## config.mk

```make
export PLATFORM = sky130hd
export DESIGN_NAME = rni_txflit_sndr_flat
export DESIGN_NICKNAME = d
export VERILOG_FILES = /design/src/rtl/rni_txflit_sndr_if.sv /design/src/rtl/rni_txflit_sndr.sv /design/src/flat_wrapper.sv
export SDC_FILE = /design/constraint.sdc
export NUM_CORES = 1
export LEC_CHECK = 0
export BUFFER_PORTS_ARGS = -buffer_cell sky130_fd_sc_hd__clkbuf_2
export CORE_ASPECT_RATIO = 1.25
export CORE_MARGIN = 4
export CORE_UTILIZATION = 49
export CTS_BUF_LIST = sky130_fd_sc_hd__clkbuf_8
export DETAILED_ROUTE_END_ITERATION = 8
export MAX_ROUTING_LAYER = met4
export PLACE_DENSITY = 0.72
export SYNTH_ARGS = -nofsm -noshare
export SYNTH_HDL_FRONTEND = slang
export SYNTH_SLANG_ARGS = --single-unit
```

## constraint.sdc

```tcl
create_clock -name clk -period 5.6 [get_ports clk]
set_input_delay 0 -clock clk [delete_from_list [all_inputs] [get_ports clk]]
set_output_delay 0 -clock clk [all_outputs]
set_load 0.02 [all_outputs]
```

## src/rtl/rni_txflit_sndr_if.sv

```systemverilog
// rni_txflit_sndr_if: upstream flit handshake, L-credit sideband, link-deactivation
// handshake and registered link flit outputs of the RNI TX flit sender.
// master = the side that feeds flits and credits, slave = the sender itself.
interface rni_txflit_sndr_if #(
    parameter int unsigned FLIT_WIDTH = 64
);
    logic                  in_valid;
    logic [FLIT_WIDTH-1:0] in_flit;
    logic                  in_ready;
    logic                  lcrd_avail;
    logic                  lcrd_dec;
    logic                  deact_req;
    logic                  deact_done;
    logic                  txflitv;
    logic [FLIT_WIDTH-1:0] txflit;
    logic                  txflit_rtn;

    modport master (
        output in_valid, in_flit, lcrd_avail, deact_req,
        input  in_ready, lcrd_dec, deact_done, txflitv, txflit, txflit_rtn
    );

    modport slave (
        input  in_valid, in_flit, lcrd_avail, deact_req,
        output in_ready, lcrd_dec, deact_done, txflitv, txflit, txflit_rtn
    );
endinterface

```

## src/rtl/rni_txflit_sndr.sv

```systemverilog
// rni_txflit_sndr: buffers upstream flits in a small FIFO and sends one flit per
// available L-credit onto a registered link. On deact_req the block drains its FIFO,
// returns every remaining credit as zero-payload return flits, then parks in STOP
// with deact_done set until deact_req drops.
// Optional feature: define RNI_TXFLIT_BYPASS_EN to let a flit skip the empty FIFO
// in RUN (accept-to-txflitv latency 1 instead of 2).
module rni_txflit_sndr #(
    parameter int unsigned FLIT_WIDTH = 64,
    parameter int unsigned FIFO_DEPTH = 4   // 2, 4 or 8
) (
    input  logic               clk,
    input  logic               rst_n,
    rni_txflit_sndr_if.slave   bus
);
    localparam int unsigned AW = $clog2(FIFO_DEPTH);

    typedef enum logic [1:0] {RUN, DRAIN, RETURN, STOP} state_t;

    state_t                state;
    logic [FLIT_WIDTH-1:0] mem [FIFO_DEPTH];
    logic [AW-1:0]         wr_ptr;
    logic [AW-1:0]         rd_ptr;
    logic [AW:0]           count;

    logic                  empty;
    logic                  full;
    logic                  send;
    logic                  ret_fire;
    logic                  byp;
    logic                  ready;
    logic                  push;

    logic                  txflitv_q;
    logic [FLIT_WIDTH-1:0] txflit_q;
    logic                  txflit_rtn_q;
    logic                  deact_done_q;

    // Handshake decode: send/return/bypass firing, ready and enqueue, all held off in reset.
    // A full FIFO still accepts when the head is popped in the same cycle.
    always_comb begin
        empty    = (count == '0);
        full     = (count == (AW+1)'(FIFO_DEPTH));
        send     = rst_n && (state == RUN || state == DRAIN) && !empty && bus.lcrd_avail;
        ret_fire = rst_n && (state == RETURN) && bus.lcrd_avail;
        byp      = 1'b0;
`ifdef RNI_TXFLIT_BYPASS_EN
        byp      = rst_n && (state == RUN) && empty && bus.in_valid && bus.lcrd_avail;
`endif
        ready    = rst_n && (state == RUN) && (!full || send);
        push     = bus.in_valid && ready && !byp;
    end

    assign bus.in_ready   = ready;
    assign bus.lcrd_dec   = send || ret_fire || byp;
    assign bus.txflitv    = txflitv_q;
    assign bus.txflit     = txflit_q;
    assign bus.txflit_rtn = txflit_rtn_q;
    assign bus.deact_done = deact_done_q;

    // FIFO storage: payload only, no reset needed.
    always_ff @(posedge clk) begin
        if (push) begin
            mem[wr_ptr] <= bus.in_flit;
        end
    end

    // FIFO pointers and occupancy; pointers wrap naturally at the power-of-two depth.
    always_ff @(posedge clk) begin
        if (!rst_n) begin
            wr_ptr <= '0;
            rd_ptr <= '0;
            count  <= '0;
        end else begin
            if (push) wr_ptr <= wr_ptr + 1'b1;
            if (send) rd_ptr <= rd_ptr + 1'b1;
            case ({push, send})
                2'b10:   count <= count + 1'b1;
                2'b01:   count <= count - 1'b1;
                default: count <= count;
            endcase
        end
    end

    // Deactivation FSM with registered link outputs and deact_done.
    always_ff @(posedge clk) begin
        if (!rst_n) begin
            state        <= RUN;
            txflitv_q    <= 1'b0;
            txflit_q     <= '0;
            txflit_rtn_q <= 1'b0;
            deact_done_q <= 1'b0;
        end else begin
            txflitv_q    <= send || ret_fire || byp;
            txflit_rtn_q <= ret_fire;
            if (send) begin
                txflit_q <= mem[rd_ptr];
            end else if (byp) begin
                txflit_q <= bus.in_flit;
            end else if (ret_fire) begin
                txflit_q <= '0;
            end
            case (state)
                RUN: begin
                    if (bus.deact_req) state <= DRAIN;
                end
                DRAIN: begin
                    // empty now, or the last entry leaves this cycle
                    if (empty || (count == (AW+1)'(1) && send)) state <= RETURN;
                end
                RETURN: begin
                    if (!bus.lcrd_avail) begin
                        state        <= STOP;
                        deact_done_q <= 1'b1;
                    end
                end
                STOP: begin
                    if (!bus.deact_req) begin
                        state        <= RUN;
                        deact_done_q <= 1'b0;
                    end
                end
                default: state <= RUN;
            endcase
        end
    end
endmodule
```

## src/flat_wrapper.sv

```systemverilog
// flat-port wrapper written by rule: the top's interface ports become plain ports
module rni_txflit_sndr_flat 
#(
    parameter int unsigned FLIT_WIDTH = 64,
    parameter int unsigned FIFO_DEPTH = 4               
)
  (clk, rst_n, bus_in_valid, bus_in_flit, bus_lcrd_avail, bus_deact_req, bus_in_ready, bus_lcrd_dec, bus_deact_done, bus_txflitv, bus_txflit, bus_txflit_rtn);
  rni_txflit_sndr_if #(.FLIT_WIDTH(FLIT_WIDTH)) bus_i ();
  input  logic clk;
  input  logic rst_n;
  input wire logic [$bits(bus_i.in_valid)-1:0] bus_in_valid;
  input wire logic [$bits(bus_i.in_flit)-1:0] bus_in_flit;
  input wire logic [$bits(bus_i.lcrd_avail)-1:0] bus_lcrd_avail;
  input wire logic [$bits(bus_i.deact_req)-1:0] bus_deact_req;
  output wire logic [$bits(bus_i.in_ready)-1:0] bus_in_ready;
  output wire logic [$bits(bus_i.lcrd_dec)-1:0] bus_lcrd_dec;
  output wire logic [$bits(bus_i.deact_done)-1:0] bus_deact_done;
  output wire logic [$bits(bus_i.txflitv)-1:0] bus_txflitv;
  output wire logic [$bits(bus_i.txflit)-1:0] bus_txflit;
  output wire logic [$bits(bus_i.txflit_rtn)-1:0] bus_txflit_rtn;
  assign bus_i.in_valid = bus_in_valid;
  assign bus_i.in_flit = bus_in_flit;
  assign bus_i.lcrd_avail = bus_lcrd_avail;
  assign bus_i.deact_req = bus_deact_req;
  assign bus_in_ready = bus_i.in_ready;
  assign bus_lcrd_dec = bus_i.lcrd_dec;
  assign bus_deact_done = bus_i.deact_done;
  assign bus_txflitv = bus_i.txflitv;
  assign bus_txflit = bus_i.txflit;
  assign bus_txflit_rtn = bus_i.txflit_rtn;
  rni_txflit_sndr #(.FLIT_WIDTH(FLIT_WIDTH), .FIFO_DEPTH(FIFO_DEPTH)) u_core (.clk(clk), .rst_n(rst_n), .bus(bus_i));
endmodule
```

### Yosys cells after proc, flatten, opt, wreduce, memory -nomap -nowiden

Memories as Yosys holds them, arrays and structs flattened. A register that Yosys moved wholly into a read port is not among the register bits.
Cells that the tools add are included.

| storage, ports and cells | value |
|---|---|
| register bits | 76 |
| bits in writable memories | 256 |
| bits of input ports | 69 |
| output and inout port bits | 69 |
| logic and storage cells | 61 |
| memories | 1 |

| operators by class | value |
|---|---|
| add/sub/neg operators | 4 |
| equality and inequality tests | 11 |
| multiplexer cells | 15 |
| reduce and logical (&&, ||, !) cells | 22 |

Memories:

| name | words | width | rd ports | clocked after Yosys merged registers in | write ports | line | text |
|---|---|---|---|---|---|---|---|
| u_core.mem | 4 | 64 | 1 | 1 | 1 | rni_txflit_sndr.sv:20 | `logic [FLIT_WIDTH-1:0] mem [FIFO_DEPTH];` |

Operators with widths:

| cell | count |
|---|---|
| 64-bit 2-to-1 mux | 2 |
| 2-bit 2-to-1 mux | 6 |
| 1-bit logical AND | 9 |
| 2-bit inequality test, second input constant | 4 |
| 2-bit one-hot mux with 4 select lines | 1 |
| 2-bit == test, second input constant | 3 |
| 3-bit one-hot mux with 2 select lines | 1 |
| 2-bit nonzero test | 3 |
| 2-bit by 1-bit adder with 2-bit output, second input constant | 2 |
| 2-bit by 1-bit == test with 1-bit output, second input constant | 2 |
| 1-bit logical OR | 4 |
| 1-bit 2-to-1 mux | 4 |
| 4-bit AND reduction | 1 |
| 3-bit by 1-bit adder with 3-bit output, second input constant | 1 |
| 3-bit by 1-bit == test with 1-bit output, second input constant | 1 |
| 3-bit == test, second input constant | 1 |
| 3-bit zero test | 1 |
| 3-bit AND reduction | 1 |
| 3-bit by 1-bit subtractor with 3-bit output, second input constant | 1 |
| 1-bit zero test | 2 |
| 2-bit zero test | 1 |
| 1-bit one-hot mux with 2 select lines | 1 |

### Logic depth before layout (Yosys ltp)

Gate-level depths: netlist (run 1).

| depth | value |
|---|---|
| depth in word-level cells | 10 |
| mapped depth | 10 |
| mapped depth without buffers | 9 |

### Worst setup path after synthesis (run 1)

No wires, ideal clock.

| timing | value |
|---|---|
| path kind | reg-to-reg |
| start point | reg u_core.count[0] |
| end point | mem u_core.mem[0][0] (enable) |
| library setup time | 0.429 ns |
| arrival | 2.671 ns |
| data required time | 5.171 ns |
| path slack | 2.500 ns |
| stages on the path, launching flop included | 5 |
| buffers on the path | 0 |
| clock period less this slack | 3.100 ns |
| cell sequence | dfxtp_1 -> inv_1 -> ha_1 -> a311oi_4 -> and2_1 |

| on the way | value |
|---|---|
| word-level cells in the longest chain between the ends | 9 |
| elaborated cells between the ends (all ways) | 11 |
| classes of those cells | eq/ne: 1; mux: 2; reduce/logical: 8 |

Ends and longest elaborated chain:

| what | line | text |
|---|---|---|
| start, declared | rni_txflit_sndr.sv:23 | `logic [AW:0] count;` |
| start signal, assigned | rni_txflit_sndr.sv:77 | `2'b10: count <= count + 1'b1;` |
| start signal, assigned | rni_txflit_sndr.sv:78 | `2'b01: count <= count - 1'b1;` |
| start signal, assigned | rni_txflit_sndr.sv:79 | `default: count <= count;` |
| 3-bit zero test | rni_txflit_sndr.sv:41 | `empty = (count == '0);` |
| 1-bit zero test | rni_txflit_sndr.sv:43 | `send = rst_n && (state == RUN \|\| state == DRAIN) && !empty && bus.lcrd_avail;` |
| 1-bit logical AND (2 in series) | rni_txflit_sndr.sv:43 |  |
| 1-bit logical OR * | rni_txflit_sndr.sv:49 | `ready = rst_n && (state == RUN) && (!full \|\| send);` |
| 1-bit logical AND * | rni_txflit_sndr.sv:49 |  |
| 1-bit logical AND * | rni_txflit_sndr.sv:50 | `push = bus.in_valid && ready && !byp;` |
| 1-bit 2-to-1 mux * | rni_txflit_sndr.sv:62 | `if (push) begin` |
| 1-bit 2-to-1 mux (not written as such) * | rni_txflit_sndr.sv:63 | `mem[wr_ptr] <= bus.in_flit;` |
| end, declared | rni_txflit_sndr.sv:20 |  |

Every way passes the cells marked *; elsewhere a longest branch is shown, timed or not.

### Worst setup path after layout (run 1)

| timing | value |
|---|---|
| start point | reg u_core.state[0] |
| end point | out bus_lcrd_dec |

| on the way | value |
|---|---|
| word-level cells in the longest chain between the ends | 6 |
| elaborated cells between the ends (all ways) | 10 |
| classes of those cells | eq/ne: 2; reduce/logical: 8 |

Ends and longest elaborated chain:

| what | line | text |
|---|---|---|
| start, declared | rni_txflit_sndr.sv:19 | `state_t state;` |
| start signal, assigned | rni_txflit_sndr.sv:87 | `state <= RUN;` |
| start signal, assigned | rni_txflit_sndr.sv:104 | `if (bus.deact_req) state <= DRAIN;` |
| start signal, assigned | rni_txflit_sndr.sv:108 | `if (empty \|\| (count == (AW+1)'(1) && send)) state <= RETURN;` |
| 2-bit by 1-bit == test with 1-bit output / 2-bit zero test (equally long branches) | rni_txflit_sndr.sv:43 |  |
| 1-bit logical OR | rni_txflit_sndr.sv:43 |  |
| 1-bit logical AND (3 in series) | rni_txflit_sndr.sv:43 |  |
| 1-bit logical OR * | rni_txflit_sndr.sv:54 | `assign bus.lcrd_dec = send \|\| ret_fire \|\| byp;` |
| end, declared | flat_wrapper.sv:16 | `output wire logic [$bits(bus_i.lcrd_dec)-1:0] bus_lcrd_dec;` |

Marked as above.

==> results summary, run 1 <==
Clock tree synthesis found a total of 334 sinks. The portion of synthesized cell area occupied by the leading cell type is 0.618. Setup repair after global routing left no endpoint under its margin.

The power density over the cells came out at 378 nW/um^2. The number of iterations in the first detailed-routing pass is 4. The share of layout cells above drive strength 1 is 0.299.

The final wirelength is 23600 microns. The clock latency of the later-clocked register in the worst-skew pair is 550 ps. Between clock sinks in the finished design, the worst skew comes to 17.9 ps. The detailed-route via count came out at 6695. The largest area contributor in the netlist is edfxtp_1. The final layout net count came out at 1008. The pin count of the biggest net entering global routing is 71.

The H-tree depth reported by CTS is 2. The final-report setup violation count came out at 0. The kind of cell with the highest combined delay along the critical path is simple AND/OR/NAND/NOR gates. The number of gates resized after CTS was 0. The wire length of the first global-routing pass is 37300 microns. The run finished with clean final reports. Counting flops with a built-in enable in the synthesized netlist gives 256. In this run the count of I/O pins placed on the die edge is 138. The final sum of negative setup slack is 0 ps. The number of buffers added on ports came out at 137. The number of clock buffers added by TritonCTS is 49. The fraction of synthesis flops using an asynchronous set or reset pin came out at 0.

Counting stages on the worst path, the most repeated cell is inv_1. The aggregate global-route resource usage is 0.178. The peak clock frequency supported by timing is 383 MHz. The antenna diode count is 0. The via count of the first global-routing pass was 7013. The synthesized design contains 334 register bits.

After routing the design area is 15000 sq um. The post-place setup slack is 3020 ps. The die boundary height is 186 microns. The share of the Yosys chip area taken by registers is 0.743. By instance count, the leading cell after synthesis is edfxtp_1. In the synthesized netlist the dominant register cell turns out to be edfxtp_1. The number of antenna violations at the first check in global routing came out at 0.

The share of the clock period used by the worst path after layout came out at 0.467. The required time at the endpoint of the critical path is 5600 ps. Walking the worst path, the cells encountered are inv_1, ha_1, nand3_4, inv_1, or2_2, clkbuf_2. The number of vias per cell after detailed routing came out at 5.17.

Yosys printed 0 warnings. Dividing the detail-routed wire length by the instance count gives 18.2 microns. Counting every net in the synthesized netlist gives 791.

The final critical-path setup slack is 2990 ps. The effective utilization at floorplan came out at 0.503. In this run the static leakage power is 5.22 nW. The maximum vdd ir drop came out at 0.163 mV. The total global routing overflow came out at 0. The worst path in the final design needs a cycle of 2610 ps, including I/O delays and setup. The floorplan die area is 28000 sq um. The worst hold path passes through 2 cells. The die boundary width came out at 151 microns. In this run the clock root is driven by a clkbuf_8. The count of pins over their slew limit is 0. The clock passes through at most 3 buffers. The signed area change from the synthesized netlist to the final layout is 20.6%.

The critical path runs through a total of 6 cells. The number of cells produced by synthesis came out at 708. The global placement routability congestion came out at 0.738. STA classifies the critical path endpoint as a primary output. The final-report hold violation count came to 0.

The largest stage delay on the critical path is 690 ps. The number of distinct standard cells referenced by the synthesized netlist came out at 29. The worst hold path belongs to the class in -> reg. The average cell area after synthesis is 17.6 sq um. The summed instance area of the synthesized netlist came out at 12400 sq um. At the pin with the least slew margin, the transition time is 1040 ps. The number of cell rows is 64.

The DRC violations left is 0. The total design power is 0.00567 W. The core box area is 24700 sq um. After clock tree synthesis, the clock-pin slew on the worst setup and hold paths is 60 ps.

The clock tree from TritonCTS is done. By area the synthesized netlist is led by edfxtp_1 62%, dfxtp_1 13%, mux4_2 11%. The data arrival time of the critical path came out at 2610 ps. The DRC marker count from the first detailed-route iteration came out at 442. The detail route stage leaves a number of antenna-violating nets equal to 0. The start-to-end type of the worst setup path is reg -> out.

The length in cells of the worst reg-to-reg path is 4. The half-perimeter wire length after detailed placement came out at 12700 microns. The category of the worst setup path launch point is a register. The slowest stage of the critical path belongs to the cell nand3_4. The total of max-cap violations is 0.

The total buffers and inverters traversed by the critical path is 3. The normalized max-slew margin came out at 0.309. The placed standard-cell area came out at 13300 sq um.

The maximum fanout along the worst path is 65. Sorting the synthesized cells by how often they occur yields 256 x edfxtp_1, 78 x dfxtp_1, 75 x nand2_1.
==> cells by family after synthesis <==
kind of cell	synth area share
buffers and inverters	0.0278
and+or+nand+nor	0.0552
adders and majority gates	0.0141
DFF	0.743
xor gates and xnor gates	0.00272
muxes	0.122
AOI/OAI and AO/OA	0.0351
==> area by class of cell <==
| class | count | area (sq um) |
|---|---|---|
| clock buffers | 61 | 840 |
| clock inverters | 31 | 168 |
| fillers | 1835 | 9740 |
| inverters | 12 | 45.0 |
| multi-input cells | 318 | 2870 |
| flip-flops and latches | 334 | 9260 |
| well taps | 330 | 413 |
| repair buffers | 210 | 1410 |
==> per-stage QoR <==
| step | utilization | hold slack (ps) | cells |
|---|---|---|---|
| after detailed placement | 0.538 | 220 | 1135 |
| after global placement | 0.538 | 216 | 1135 |
| after floorplan | - | 98.9 | 708 |
| after global routing | 0.606 | 194 | 1296 |
| after CTS | 0.606 | 163 | 1296 |
| final | 0.606 | 208 | 1296 |
==> flip-flops by register name (all words and copies together) (netlist names), named ones only <==
signal / count
u_core.rd_ptr: 2
u_core.mem: 256
u_core.bus.deact_done: 1
u_core.wr_ptr: 2
u_core.state: 2
u_core.count: 3
u_core.bus.txflit: 64
u_core.bus.txflitv: 1
u_core.bus.txflit_rtn: 1
==> power breakdown <==
part	internal [W]	switching, W	total, W	leakage, nW
clock network	0.00104	0.000880	0.00192	0.572
logic	0.000312	0.000433	0.000744	1.69
registers	0.00290	0.000108	0.00301	2.95
==> layout by cell type, fill, tap and decap left out, types with 4 or more instances in the layout <==
cell type / n
dlygate4sd3_1: 69
clkinv_2: 10
o21ai_0: 67
mux4_1: 4
and2_4: 4
nand3_1: 65
clkbuf_8: 61
clkinv_1: 4
nand2_1: 75
inv_1: 25
and2_1: 5
buf_4: 5
ha_1: 14
mux4_2: 60
dfxtp_1: 76
clkbuf_2: 136
mux2i_1: 6
edfxtp_1: 256
==> routing by layer <==
layer,routed length (microns),GRT usage,share of wire,vias to the layer above
li1,-,-,-,3183
met2,12400,0.305,0.52,159
met4,415,0.0568,0.018,0
met5,0,-,0,-
met1,9770,0.217,0.41,3324
met3,1030,0.0310,0.044,29
==> worst reg2reg max path: cells and delay by family (launching register included) <==
kind,cells,cell delay (ps)
fa+ha+maj,1,290
flops,1,390
compound gates,1,460
simple gates,1,870
buf+inv,1,80
==> timing repair <==
| item | 4_1_cts | 5_1_grt |
|---|---|---|
| hold endpoints to repair | 271 | 0 |
| buffers inserted | 0 | 0 |
| endpoints found under the setup margin | 0 | 0 |
| hold buffers | 69 | 0 |
==> final timing paths <==
check	startpoint	endpoint	slack (ps)
max	u_core.state[0]	bus_lcrd_dec	2990
min	bus_in_flit[20]	u_core.mem[0][20]	210
max reg2reg	u_core.count[0]	u_core.mem[3][52]	3050
min reg2reg	u_core.rd_ptr[1]	register	460
Note: power is estimated with default switching activity, not from simulation.
==> run 2: changes to the inputs <==
Settings changed: PLACE_DENSITY 0.72 to 0.74.
Clock period 5.6 ns to 2.2 ns, I/O delays scaled along.
==> run 2 against run 1 <==
Effect of this change: register-to-register slack lost 2900 ps; first-iteration DRC count grew 22%; sequential share of layout area shrank 1.8 points; setup slack lost 2900 ps; total power grew to 2.6 times the previous value; largest cell class unchanged.
==> results summary, run 2 (synthesis gave the netlist of run 1 again) <==
Status: finished clean (unchanged). The clock input transition at the sequential cells of the worst setup and hold paths came out at 70 ps (was 60 ps). The routed design could run at a clock period as short as 2080 ps. The DRC violations left is 0 (unchanged).

RSZ-0062 raised after global routing: false (unchanged). The required time at the endpoint of the critical path is 2200 ps (was 5600 ps). Commonest cells after routing, fill and taps aside: 256 x edfxtp_1, 136 x clkbuf_2, 75 x nand2_1 (was 256 x edfxtp_1, 136 x clkbuf_2, 76 x dfxtp_1). The path category of the worst min-delay check is in -> reg (unchanged). The met3 usage in global routing came out at 0.0281 (was 0.0310). The transition time at the pin with the least slew margin was 635 ps (was 1040 ps). The number of buffers on the longest clock path came out at 3 (unchanged). The H-tree depth reported by CTS is 2 (unchanged). The clock latency of the later-clocked register in the worst-skew pair came to 570 ps (was 550 ps). The total global routing overflow is 0 (unchanged). The mean routed wirelength per cell is 19.9 microns (was 18.2 microns). The total design power is 0.0146 W (was 0.00567 W). The floorplan die area came out at 28000 sq um (unchanged). The detailed-route via count was 7066 (was 6695). The final-report setup violation count came out at 0 (unchanged). The clock tree from TritonCTS is done (unchanged). The wire length of the first global-routing pass is 40400 microns (was 37300 microns). The maximum vdd ir drop came out at 0.515 mV (was 0.163 mV).

The number of iterations in the first detailed-routing pass came to 5 (was 4). The power density over the cells is 946 nW/um^2 (was 378 nW/um^2). The top-level port count is 138 (unchanged).

The number of vias per cell after detailed routing came out at 5.33 (was 5.17). The final-report hold violation count came out at 0 (unchanged). The DRC marker count from the first detailed-route iteration is 541 (was 442).

The final layout net count is 1038 (was 1008). The number of clock sinks came out at 334 (unchanged). The die boundary height came out at 186 microns (unchanged). The setup clock skew after layout is 25.4 ps (was 17.9 ps).

The post-place setup slack is 95.9 ps (was 3020 ps). The antenna diode count is 0 (unchanged). The kind of capture point of the worst setup path was a primary output (unchanged). The category of the worst setup path launch point is a register (unchanged). The final critical-path setup slack was 115 ps (was 2990 ps).

The maximum fanout along the worst path is 4 (was 65). The final sum of negative setup slack is 0 ps (unchanged). The cell at the root of the clock tree is clkbuf_8 (unchanged).

The count of pins over their slew limit came out at 0 (unchanged). The number of clock buffers inserted by TritonCTS came to 49 (unchanged). The count of nets left with antenna violations after detail routing is 0 (unchanged). The share of the clock period used by the worst path after layout is 0.948. The die boundary width is 151 microns (unchanged). The global placement routability congestion came to 0.746 (was 0.738).

The normalized max-slew margin came out at 0.577 (was 0.309). The core box area is 24700 sq um (unchanged). The data arrival time of the critical path came out at 2080 ps (was 2610 ps).

The number of cell rows is 64 (unchanged). The cell leakage power is 5.45 nW (was 5.22 nW). The global routing's busiest layer is met2 (unchanged). The pin count of the biggest net entering global routing is 67 (was 71). The share of layout cells above drive strength 1 came out at 0.314 (was 0.299). The flip-flop count of the largest register after layout came out at 256 (unchanged). The aggregate global-route resource usage is 0.193 (was 0.178).

The register with the highest flop count was u_core.mem (unchanged). The met2 usage in global routing is 0.319 (was 0.305). The met1 track demand over resource came out at 0.248 (was 0.217). The signed area change from the synthesized netlist to the final layout came out at 24.2% (was 20.6%). The half-perimeter wire length after detailed placement is 14800 microns (was 12700 microns). The start-to-end type of the worst setup path is reg -> out (unchanged). Based on the critical path, the design can be clocked at up to 480 MHz. The number of antenna violations at the first check in global routing came out at 0 (unchanged). The total of max-cap violations came out at 0 (unchanged). The via count of the first global-routing pass was 7329 (was 7013).

The effective utilization at floorplan is 0.503 (unchanged). The core utilization of the finished layout came to 0.624 (was 0.606). The number of buffers added on ports came out at 137 (unchanged). The most common library cell in the layout ignoring fill and taps is edfxtp_1 (unchanged). The final wirelength came out at 26300 microns (was 23600 microns).
## run 2: cell count changes in the layout (fill, tap and decap cells not counted), sizes merged, moves of 2 or more
cell / change
buf: +26
bufbuf: +2
clkbuf: -3
clkinv: -6
inv: +11
## run 2: path summary, 6_finish.rpt
kind / slack, ps / start / depth (start not counted) / endpoint
min: 190 / bus_in_flit[4] / 2 / u_core.mem[1][4]
min reg2reg: 470 / u_core.bus.txflit[33] / 2 / u_core.bus.txflit[33]
max reg2reg: 150 / u_core.state[0] / 8 / u_core.count[2]
max: 120 / u_core.state[0] / 7 / bus_lcrd_dec
## run 2: timing repair
action                                  4_1_cts  5_1_grt
gates resized for setup                       3        2
hold buffers                                 69        0
cloned                                        2        2
buffers inserted                              1        6
pin swaps                                     2        3
endpoints found under the hold margin       280        0
endpoints found under the setup margin        1       21
## run 2: where the power goes
group	internal [W]	total (W)	switching, W
clock network	0.00250	0.00477	0.00227
registers	0.00738	0.00761	0.000238
logic	0.000975	0.00223	0.00126
total	0.0108	0.0146	0.00377
## run 2: stage by stage
stage                     area (sq um)  hold WS, ps  cells
after floorplan                  12400         98.9    708
after detailed placement         13600          221   1154
final                            15500          187   1326
after CTS                        15400          136   1318
after global routing             15500          179   1326
after global placement           13600          218   1154
## run 2: per-layer routing
| layer | vias up | routed length, microns |
|---|---|---|
| met5 | - | 0 |
| met4 | 0 | 752 |
| met3 | 57 | 1350 |
| met2 | 235 | 13700 |
| met1 | 3541 | 10600 |
| li1 | 3233 | - |
## run 2: worst max-delay path, cell delays in order, from the launching register on
cell	delay (ps)
dfxtp_2	360
inv_1	80
ha_1	230
o211ai_2	220
a21oi_4	70
clkbuf_16	150
or2_2	260
clkbuf_2	150
## run 2: area by class of cell
class | instances | area [sq um]
well taps | 330 | 413
clock buffers | 57 | 785
inverters | 12 | 45.0
fillers | 1764 | 9290
clock inverters | 35 | 180
repair buffers | 239 | 1890
flip-flops and latches | 334 | 9260
multi-input cells | 319 | 2880
==> run 3: changes to the inputs <==
Settings changed: CORE_UTILIZATION 49 to 57, PLACE_DENSITY 0.74 to 0.81.
Clock period 2.2 ns to 2.64 ns, I/O delays scaled along.
==> run 3 against run 2 <==
Effect of this change: die area shrank 13%; via count grew 0.44%; largest cell class unchanged; combinational power shrank 23%; sequential power shrank 16%; critical endpoint unchanged; clock power shrank 13%; cell count shrank 5.1%; critical path type unchanged.
==> results summary, run 3 (synthesis gave the netlist of run 1 again) <==
The number of antenna violations at the first check in global routing is 0 (unchanged). The maximum fanout along the worst path came out at 132 (was 4). Status: finished clean (unchanged). The effective utilization at floorplan is 0.578 (was 0.503). The final design instance area without fill is 15200 sq um (was 15500 sq um). The total design power came out at 0.0122 W (was 0.0146 W). The source of the worst register-to-register timing path was u_core.count[0] (was u_core.state[0]). Commonest cells after routing, fill and taps aside: 256 x edfxtp_1, 136 x clkbuf_2, 76 x dfxtp_1 (was 256 x edfxtp_1, 136 x clkbuf_2, 75 x nand2_1). The length in cells of the worst reg-to-reg path is 7 (was 8). The kind of capture point of the worst setup path is a primary output (unchanged). The die boundary width is 140 microns (was 151 microns). The DRC marker count from the first detailed-route iteration was 551 (was 541). The layout filler cell count came out at 1325 (was 1764). RSZ-0062 raised after global routing: false (unchanged). The number of buffers on the longest clock path is 3 (unchanged). The final layout net count is 1022 (was 1038). The half-perimeter wire length after detailed placement was 14500 microns (was 14800 microns).

The die boundary height is 173 microns (was 186 microns). The number of cells on the worst hold path came to 3 (was 2). The final-report hold violation count came out at 0 (unchanged).

The number of iterations in the first detailed-routing pass was 7 (was 5). The mean routed wirelength per cell was 20.3 microns (was 19.9 microns). The clock input transition at the sequential cells of the worst setup and hold paths came to 50 ps (was 70 ps). The power share of the sequential group came out at 0.521 (about the same). The path category of the worst min-delay check is in -> reg (unchanged).

The H-tree depth reported by CTS came out at 2 (unchanged). The peak clock frequency supported by timing came out at 433 MHz. The number of clock sinks is 334 (unchanged). The proportion of power drawn by the clock network is 0.338 (was 0.326).

The transition time at the pin with the least slew margin came out at 606 ps (was 635 ps). The aggregate global-route resource usage is 0.220 (was 0.193). The setup clock skew after layout is 19.3 ps (was 25.4 ps). The global placement routability congestion is 0.722 (was 0.746). The end of the worst register-to-register path is u_core.count[2] (unchanged). The total global routing overflow was 0 (unchanged). The category of the worst setup path launch point is a register (unchanged). The data arrival time of the critical path is 2310 ps (was 2080 ps).

The count of nets left with antenna violations after detail routing is 0 (unchanged). The number of buffers added on ports came to 137 (unchanged). The final-report setup violation count is 0 (unchanged). The startpoint of the most critical hold path is rst_n (was bus_in_flit[4]). The share of total power in combinational logic came out at 0.141 (was 0.153). The number of cell rows is 60 (was 64). The internal power is 0.00916 W (was 0.0108 W). The number of gates given a new drive strength after cts came out at 0 (was 3). The antenna diode count came out at 0 (unchanged). The switching share of total power is 0.251 (was 0.258). The via count of the first global-routing pass is 7423 (was 7329). The normalized max-slew margin came to 0.596 (was 0.577).

The cell at the root of the clock tree was clkbuf_8 (unchanged). The area of the multi-input gates is 2870 sq um (was 2880 sq um). The placed standard-cell area came out at 13500 sq um (was 13600 sq um). The minimum period implied by the final worst setup slack is 2310 ps. The total of max-cap violations is 0 (unchanged). The share of the clock period used by the worst path after layout came out at 0.874. The cell leakage power came out at 5.34 nW (was 5.45 nW). The core box area came out at 21500 sq um (was 24700 sq um). The required time at the endpoint of the critical path came out at 2640 ps (was 2200 ps). The clock latency of the later-clocked register in the worst-skew pair is 550 ps (was 570 ps). The number of vias per cell after detailed routing is 5.64 (was 5.33). The most common library cell in the layout ignoring fill and taps is edfxtp_1 (unchanged). The start-to-end type of the worst setup path is reg -> out (unchanged). The final sum of negative setup slack came to 0 ps (unchanged).

The maximum vdd ir drop came to 0.503 mV (was 0.515 mV). The signed area change from the synthesized netlist to the final layout was 21.9% (was 24.2%). The DRC violations left is 0 (unchanged). The register area is 9260 sq um (about the same). The floorplan die area was 24300 sq um (was 28000 sq um).

The final wirelength came out at 25600 microns (was 26300 microns). The register-to-register setup slack is 390 ps (was 150 ps). The register with the highest flop count is u_core.mem (unchanged). The detailed-route via count came to 7097 (was 7066). The share of layout cells above drive strength 1 came out at 0.302 (was 0.314). The power density over the cells came out at 805 nW/um^2 (was 946 nW/um^2).

The endpoint of the worst hold-timing path was u_core.count[2] (was u_core.mem[1][4]). The number of clock buffers inserted by TritonCTS came out at 49 (unchanged). The pin count of the biggest net entering global routing is 133 (was 67).

The wire length of the first global-routing pass is 40600 microns (was 40400 microns). The switching power was 0.00306 W (was 0.00377 W). The flip-flop count of the largest register after layout is 256 (unchanged). The count of pins over their slew limit came out at 0 (unchanged). The clock tree from TritonCTS is done (unchanged). The top-level port count was 138 (unchanged).
run 3: cell types whose count changed in the layout (fill, tap and decap cells not counted), sizes merged:
cell / change
buf: -12
bufbuf: -2
clkbuf: -1
inv: -3
bufinv: +2
nand3: -1
run 3: final cells by class:
class	count	share of cell area
well taps	279	0.0230
flip-flops and latches	334	0.610
repair buffers	224	0.108
clock inverters	34	0.0151
multi-input cells	318	0.189
inverters	12	0.00297
clock buffers	57	0.0517
run 3: how the worst max path moves through the flow:
stage	from	to	slack [ps]	cells past startpoint
global placement	u_core.count[0]	u_core.count[2]	390	7
floorplan	u_core.count[0]	u_core.mem[0][0]	220	4
global route	u_core.count[0]	bus_lcrd_dec	110	6
detailed placement	u_core.count[0]	u_core.count[2]	330	7
finish	u_core.count[0]	bus_lcrd_dec	330	6
CTS	u_core.count[0]	bus_lcrd_dec	230	6
run 3: worst max-delay path, stage by stage, from the launching register on:
cell	delay, ps
dfxtp_1	390
inv_1	80
ha_1	290
a21oi_4	230
buf_12	410
or2_2	200
clkbuf_2	160
run 3: metal layers:
metal,track usage,part of all wire
met2,0.363,0.53
met1,0.279,0.38
met4,0.0784,0.024
met5,-,0
met3,0.0360,0.058
run 3: power groups by stage:
| stage | clock [W] | sequential (W) | combinational, W |
|---|---|---|---|
| floorplan | 0 | 0.00657 | 0.000963 |
| global placement | 0 | 0.00643 | 0.00159 |
| detailed placement | 0 | 0.00646 | 0.00163 |
| CTS | 0.00421 | 0.00636 | 0.00173 |
| global route | 0.00448 | 0.00640 | 0.00188 |
| finish | 0.00413 | 0.00636 | 0.00172 |
run 3: per-stage QoR:
step	hold slack [ps]	util	setup slack, ps	cells
6_report	52.9	0.704	333	1258
5_1_grt	52.3	0.704	111	1258
2_1_floorplan	98.9	-	225	708
4_1_cts	24.8	0.704	225	1258
3_3_place_gp	216	0.625	389	1098
3_5_place_dp	221	0.625	330	1098
run 3: timing repair:
action	CTS	global route
hold buffers	69	0
endpoints found under the hold margin	261	0
setup buffers	0	0
